File: src/rtl/conv_win_ctrl.sv
// conv_win_ctrl: tracks raster position of accepted pixels and flags every
// pixel that closes a stride-aligned WS x WS window (bottom-right corner),
// reporting its output-map coordinate plus start/end-of-frame markers.
module conv_win_ctrl #(
  parameter int XW     = 32,
  parameter int XH     = 32,
  parameter int WS     = 5,
  parameter int STRIDE = 1,
  parameter int CW     = 6
) (
  input  logic          iCLK,
  input  logic          iRSTn,
  input  logic          iValid,
  input  logic          iClear,
  output logic          oValid,
  output logic [CW-1:0] oRow,
  output logic [CW-1:0] oCol,
  output logic          oSof,
  output logic          oEof,
  output logic          oFrameDone,
  output logic          oBusy
);

  localparam int OW = (XW - WS) / STRIDE + 1;
  localparam int OH = (XH - WS) / STRIDE + 1;

  localparam logic [CW-1:0] X_END  = CW'(XW - 1);
  localparam logic [CW-1:0] Y_END  = CW'(XH - 1);
  // Last column/row that can still hold a full stride-aligned window
  localparam logic [CW-1:0] X_LAST = CW'(WS - 1 + (OW - 1) * STRIDE);
  localparam logic [CW-1:0] Y_LAST = CW'(WS - 1 + (OH - 1) * STRIDE);
  localparam logic [CW-1:0] WS_M1  = CW'(WS - 1);
  localparam logic [CW-1:0] STEP   = CW'(STRIDE);
  localparam logic [CW-1:0] OW_M1  = CW'(OW - 1);
  localparam logic [CW-1:0] OH_M1  = CW'(OH - 1);

  typedef enum logic {IDLE, RUN} stateT;

  stateT         state;
  logic [CW-1:0] x;
  logic [CW-1:0] y;
  logic [CW-1:0] xn;
  logic [CW-1:0] yn;
  logic [CW-1:0] rowCnt;
  logic [CW-1:0] colCnt;
  logic          accept;
  logic          rowEnd;
  logic          frameEnd;
  logic          hit;
  logic          hitRow;

  // A clear on the same cycle drops the pixel entirely
  assign accept   = iValid && !iClear;
  assign rowEnd   = (x == X_END);
  assign frameEnd = rowEnd && (y == Y_END);
  // Targets stop advancing at the last aligned position, so a plain equality
  // is enough: once x or y passes the final target no further hits occur.
  assign hit      = (x == xn) && (y == yn);
  assign hitRow   = (y == yn);

  // Pixel position counters and the next-window target counters
  always_ff @(posedge iCLK or negedge iRSTn) begin
    if (!iRSTn) begin
      x      <= '0;
      y      <= '0;
      xn     <= WS_M1;
      yn     <= WS_M1;
      rowCnt <= '0;
      colCnt <= '0;
    end else if (iClear) begin
      x      <= '0;
      y      <= '0;
      xn     <= WS_M1;
      yn     <= WS_M1;
      rowCnt <= '0;
      colCnt <= '0;
    end else if (iValid) begin
      if (rowEnd) begin
        x      <= '0;
        xn     <= WS_M1;
        colCnt <= '0;
        if (frameEnd) begin
          y      <= '0;
          yn     <= WS_M1;
          rowCnt <= '0;
        end else begin
          y <= y + CW'(1);
          if (hitRow && (yn != Y_LAST)) begin
            yn     <= yn + STEP;
            rowCnt <= rowCnt + CW'(1);
          end
        end
      end else begin
        x <= x + CW'(1);
        if (hit) begin
          colCnt <= colCnt + CW'(1);
          if (xn != X_LAST) begin
            xn <= xn + STEP;
          end
        end
      end
    end
  end

  // Registered window flag and coordinates; coordinates hold between hits
  always_ff @(posedge iCLK or negedge iRSTn) begin
    if (!iRSTn) begin
      oValid <= 1'b0;
      oRow   <= '0;
      oCol   <= '0;
      oSof   <= 1'b0;
      oEof   <= 1'b0;
    end else if (iClear) begin
      oValid <= 1'b0;
      oSof   <= 1'b0;
      oEof   <= 1'b0;
    end else begin
      oValid <= iValid && hit;
      if (iValid && hit) begin
        oRow <= rowCnt;
        oCol <= colCnt;
        oSof <= (rowCnt == '0) && (colCnt == '0);
        oEof <= (rowCnt == OH_M1) && (colCnt == OW_M1);
      end
    end
  end

  // Frame-level FSM: IDLE until the first pixel, RUN until the last one
  always_ff @(posedge iCLK or negedge iRSTn) begin
    if (!iRSTn) begin
      state      <= IDLE;
      oBusy      <= 1'b0;
      oFrameDone <= 1'b0;
    end else if (iClear) begin
      state      <= IDLE;
      oBusy      <= 1'b0;
      oFrameDone <= 1'b0;
    end else begin
      oFrameDone <= accept && frameEnd;
      case (state)
        IDLE: begin
          if (accept && !frameEnd) begin
            state <= RUN;
            oBusy <= 1'b1;
          end
        end
        RUN: begin
          if (accept && frameEnd) begin
            state <= IDLE;
            oBusy <= 1'b0;
          end
        end
        default: begin
          state <= IDLE;
          oBusy <= 1'b0;
        end
      endcase
    end
  end

endmodule

File: config.mk
export PLATFORM = sky130hd
export DESIGN_NAME = conv_win_ctrl
export DESIGN_NICKNAME = d
export VERILOG_FILES = /design/src/rtl/conv_win_ctrl.sv
export SDC_FILE = /design/constraint.sdc
export NUM_CORES = 1
export LEC_CHECK = 0
export CAP_MARGIN = 20
export CORE_MARGIN = 1
export CORE_UTILIZATION = 25
export CTS_CLUSTER_SIZE = 12
export DETAILED_ROUTE_END_ITERATION = 6
export GPL_TIMING_DRIVEN = 1
export SYNTH_ARGS = -nofsm -noshare
export SYNTH_HDL_FRONTEND = slang
export SYNTH_SLANG_ARGS = --single-unit
File: constraint.sdc
create_clock -name iCLK -period 4.45 [get_ports iCLK]
set_input_delay 0.89 -clock iCLK [delete_from_list [all_inputs] [get_ports iCLK]]
set_output_delay 0.89 -clock iCLK [all_outputs]
set_load 0.01 [all_outputs]
### Yosys cells after proc, flatten, opt, wreduce, memory -nomap -nowiden

Index checks and enable logic that the tools add are counted.

| storage, ports and cells | value |
|---|---|
| bits in read-only memories | 0 |
| register bits after elaboration | 54 |
| latch bits | 0 |
| memories kept | 0 |
| bits in writable memories | 0 |

| operators by class | value |
|---|---|
| shift operators | 0 |
| $add $sub $neg | 6 |
| divide/modulo/power cells | 0 |
| $lt $le $gt $ge | 0 |
| $mul | 0 |
| mux-type cells | 40 |
| reductions and logical operators | 25 |
| bitwise gates (word level) | 2 |
| equality and inequality tests | 10 |

Operators by type and width:

| kind | count |
|---|---|
| $mux W6 | 26 |
| $add A6 B1 Y6 const B | 6 |
| $eq A6 B5 Y1 const B | 4 |
| $eq A6 B6 Y1 | 2 |
| $logic_not A6 Y1 | 2 |
| $mux W1 | 12 |
| $ne A6 B5 Y1 const B | 2 |
| $logic_and A1 B1 Y1 | 9 |
| $reduce_bool A3 Y1 | 3 |
| $reduce_and A2 Y1 | 4 |
| $reduce_and A3 Y1 | 2 |
| $reduce_bool A2 Y1 | 3 |
| $pmux W1 S2 | 2 |
| $ne A3 B2 Y1 const B | 1 |
| $ne A3 B3 Y1 const B | 1 |
| $logic_not A1 Y1 | 2 |
| $not A1 Y1 | 2 |

### Logic depth before layout (Yosys ltp)

| logic depth | value |
|---|---|
| depth after elaboration | 7 |
| depth in mapped cells | 9 |
| depth with buffers taken out | 6 |

### Least setup slack after synthesis

OpenSTA, ideal clock, no wires.

| timing path | value |
|---|---|
| kind | register -> register |
| start point | reg yn[2] |
| end point | reg oRow[3] |
| setup slack | 1.981 ns |
| arrival time | 2.344 ns |
| cell stages (with the launch flop) | 10 |
| buffers on the path | 4 |
| clock period less this slack | 2.469 ns |
| path through | dfstp_2 -> buf_6 -> xnor2_2 -> nand4_2 -> or4_1 -> buf_2 -> or2_1 -> buf_6 -> buf_6 -> mux2_4 |

| on the way | value |
|---|---|
| word-level cells in the longest chain between the ends | 4 |

RTL lines:

| element | RTL line | RTL |
|---|---|---|
| start, declared | 43 | `logic [CW-1:0] yn;` |
| start signal, assigned | 89 | `yn <= yn + STEP;` |
| $eq A6 B6 Y1 | 58 | `assign hit = (x == xn) && (y == yn);` |
| $logic_and A1 B1 Y1 | 58 |  |
| $logic_and A1 B1 Y1 | 119 | `if (iValid && hit) begin` |
| $reduce_and A2 Y1 (no source line) | n/a |  |
| end signal, assigned | 120 | `oRow <= rowCnt;` |
| end, declared | 16 | `output logic [CW-1:0] oRow,` |

Every way passes these cells.
A chain may end at the register's enable or synchronous reset.

### Worst setup path after layout

| timing path | value |
|---|---|
| start point | in iValid |
| end point | reg xn[2] |

| on the way | value |
|---|---|
| word-level cells in the longest chain between the ends | 2 |

RTL lines:

| element | RTL line | RTL |
|---|---|---|
| start, declared | 13 | `input logic iValid,` |
| $reduce_bool A2 Y1 (no source line) | n/a |  |
| $reduce_and A3 Y1 (no source line) | n/a |  |
| end signal, assigned | 98 | `xn <= xn + STEP;` |
| end, declared | 42 | `logic [CW-1:0] xn;` |

Every way passes these cells.

==> summary.txt <==
Run status
  • Outcome: complete, but fails checks
  • Failing checks: design-rule violations

Logic synthesis
  • Ys async rst share: 1.000
  • Mapped Nets: about 320
  • Distinct cells, synth: 50
  • Most used DFF post-synth: dfrtp_1
  • Count leader, synth: dfrtp_1
  • Sequential share of the synthesized area: 0.4638
  • Post-synth EDFFs: 0
  • Synth area leader: dfrtp_1
  • Mapped cell area: about 2900 um^2
  • Avg Cell Area, Syn: 9.539 um^2
  • Synth top area share: 0.4458
  • Area contributors post-synth: dfrtp_1 (45%), xnor2_1 (5.4%), nand3_1 (3.8%)
  • #FFs+latches synth: 54
  • Synth cell count leaders: dfrtp_1 (52), nor2_1 (29), nand2_1 (24), nand3_1 (22), xnor2_1 (18)
  • Synth Instances: 306
  • Yosys warns: 0

Cells and area
  • Area Growth Syn to Fin: 16.16%
  • Multi-input gate area: around 1400 um^2
  • Register Area: ~1400 um^2
  • # diodes: 0
  • Fill count: about 1200
  • Final nets: around 330
  • Layout cells sized above 1: 0.07453
  • Final cell count without fillers: 465

Job
  • MaxCap Viol Count: 0

Clock tree
  • CTS tree: done
  • Post-CTS setup buffers: 0
  • CTS Buffer Depth: 2
  • CTS Sinks: 54
  • CTS-repair resized insts: 0
  • Clk_lat worst skew: roughly 0.29 ns
  • Reg clk slew, reported paths: roughly 0.07 ns
  • Inserted Clock Buffers: 5
  • Root Buffer: clkbuf_16
  • H-tree levels: 2
  • Post-CTS Hold Fix Bufs: 0

Floorplanning
  • DIE WIDTH: 110.1 um
  • Die height: around 110 um
  • IO Count: 21
  • Core ar.: about 11000 um^2
  • Die area: between 10000 and 15000 um^2
  • Initial Util: 0.2556
  • # rows: 39

STA
  • Final worst slack: 1.160 ns
  • F_max: 0.3039 GHz
  • Setup TNS: 0 ns
  • Final hold violations: 0
  • RSZ-0062 raised after global routing: no
  • Worst Skew: 0.005116 ns
  • Worst rel slew slack: 0.3752
  • Max Slew Vio Count: 0
  • Worst-Margin Slew: 0.9300 ns
  • Post-route minimum period: around 3.3 ns
  • Final setup fails: 0
  • Fin crit share: 0.7394

Worst setup path
  • Critical Path Fanout Max: 25
  • Crit. End Element: flip-flop
  • R2R Setup Slk: around 1.5 ns
  • Crit path DAT: 3.49 ns
  • Critical path class: in2reg
  • Crit path required time: ~4.7 ns
  • CP Launch Type: input port

Detailed routing
  • DR iter-0 viols: 200
  • Remaining antenna violation count: 0
  • TritonRoute pass-1 iters: 7
  • Post-Route WL: 6.264 mm
  • DR WL/cell: 13.47 um
  • Max Used Layer: met4
  • Wl on met1: 3.241 mm
  • Met3 WL post-DR: between 200 and 300 um
  • Post-route DRC: 1
  • Vias per inst: around 5
  • Vias post-DR: 2332
  • Met2 wire len: 2.651 mm

GRT
  • Gr usage total: 0.1145
  • First-pass GRT wire length: 11.01 mm
  • Total gr overflow: 0
  • Number of global-route vias before repair: about 2200
  • Largest net degree at the start of global routing: 55
  • Initial antenna violation count: 0

Placement
  • Setup WS pre-CTS: roughly 0.94 ns
  • Placer Congestion: 0.8030
  • Post-DP HPWL: 4.414 mm
  • Placed Cells incl. Taps: around 460
  • Port buffer count: 20

Hold path
  • Hold Path Class: reg2reg

Power and ir drop
  • Max VDD drop: 163.4 uV
  • Pwr dens: 288.1 nW/um^2
  • LEAKAGE: approximately 0.0014 uW
==> metal layers <==
layer / vias to the layer above / track usage
met1: 1129 / 0.1684
met5: - / 0
met2: 63 / 0.1683
li1: 1131 / -
met3: 9 / 0.01999
met4: 0 / 0.03810
==> where the power goes <==
part           leakage [uW]  internal, uW  switching, uW
sequential         0.000735           499           9.65
clock             0.0000735           226            182
combinational      0.000558          22.7           37.8
==> final timing paths <==
| path | start | end | cells after the start |
|---|---|---|---|
| min in group asynchronous | iRSTn | rowCnt[1] | 2 |
| max | iValid | xn[2] | 5 |
| max in group asynchronous | iRSTn | x[4] | 2 |
| max reg2reg | yn[2] | oCol[2] | 5 |
| min reg2reg | oRow[2] | oRow[2] | 1 |
| min | oRow[2] | oRow[2] | 1 |
==> flip-flops by register name, indices dropped and copies added (netlist names) <==
name	count
oRow	6
oCol	6
oBusy	1
yn	6
xn	6
oSof	1
oFrameDone	1
x	6
y	6
oValid	1
rowCnt	6
oEof	1
colCnt	6
state	1
==> logic make-up after synthesis <==
family / share of synthesized area
AND/OR/NAND/NOR: 0.2310
AO/OA/AOI/OAI: 0.1252
flip-flops: 0.4638
buffers and inverters: 0.04414
XOR/XNOR: 0.06858
multiplexers: 0.03300
adder cells (fa/ha/maj): 0.03429
==> cells in the final DEF, fill, tap and decap left out, types with 3 or more instances in the layout <==
master	Yosys	final
nor4b_1	4	4
or4_1	3	3
mux2_1	5	5
clkdlybuf4s50_1	0	19
xnor2_1	18	18
buf_4	0	3
xor2_1	3	3
and3_1	4	4
nor3_1	7	7
inv_1	12	12
clkbuf_16	0	5
a21oi_1	10	10
o311ai_0	3	3
a31oi_1	6	6
nor2_1	29	29
a311oi_1	3	3
nand4_1	9	9
o21ai_1	9	9
o21ai_0	10	10
a22o_1	3	3
dfrtp_1	52	52
or2_2	3	3
nand2b_1	6	6
nor4_1	5	5
nand3_1	22	22
ha_1	8	8
nand2_1	24	24
nor2b_1	3	3
==> critical path, cell delays in order <==
cell	delay (ns)
clkdlybuf4s50_1	1.00
nor2_1	0.36
nor3_1	0.80
nor4b_1	0.34
a311oi_1	0.10
==> metrics by stage <==
step / hold slack [ns] / utilization / power (uW) / cell area [um^2]
finish: 0.4913 / 0.2970 / 976.9 / 3391
global route: 0.5136 / 0.2970 / 1017 / 3391
CTS: 0.5019 / 0.2970 / 988.1 / 3391
detailed placement: 0.4853 / 0.2834 / 578.8 / 3236
global placement: 0.4781 / 0.2834 / 577.1 / 3236
floorplan: 0.4723 / - / 547.1 / 2919
==> final cells by class <==
| type | instances | area share |
|---|---|---|
| clock inverters | 2 | 0.004797 |
| flip-flops and latches | 54 | 0.3993 |
| multi-input cells | 224 | 0.4236 |
| inverters | 13 | 0.01439 |
| well taps | 143 | 0.05277 |
| repair buffers | 23 | 0.06421 |
| clock buffers | 6 | 0.04096 |
No activity file was read; power rests on OpenSTA's default activity.
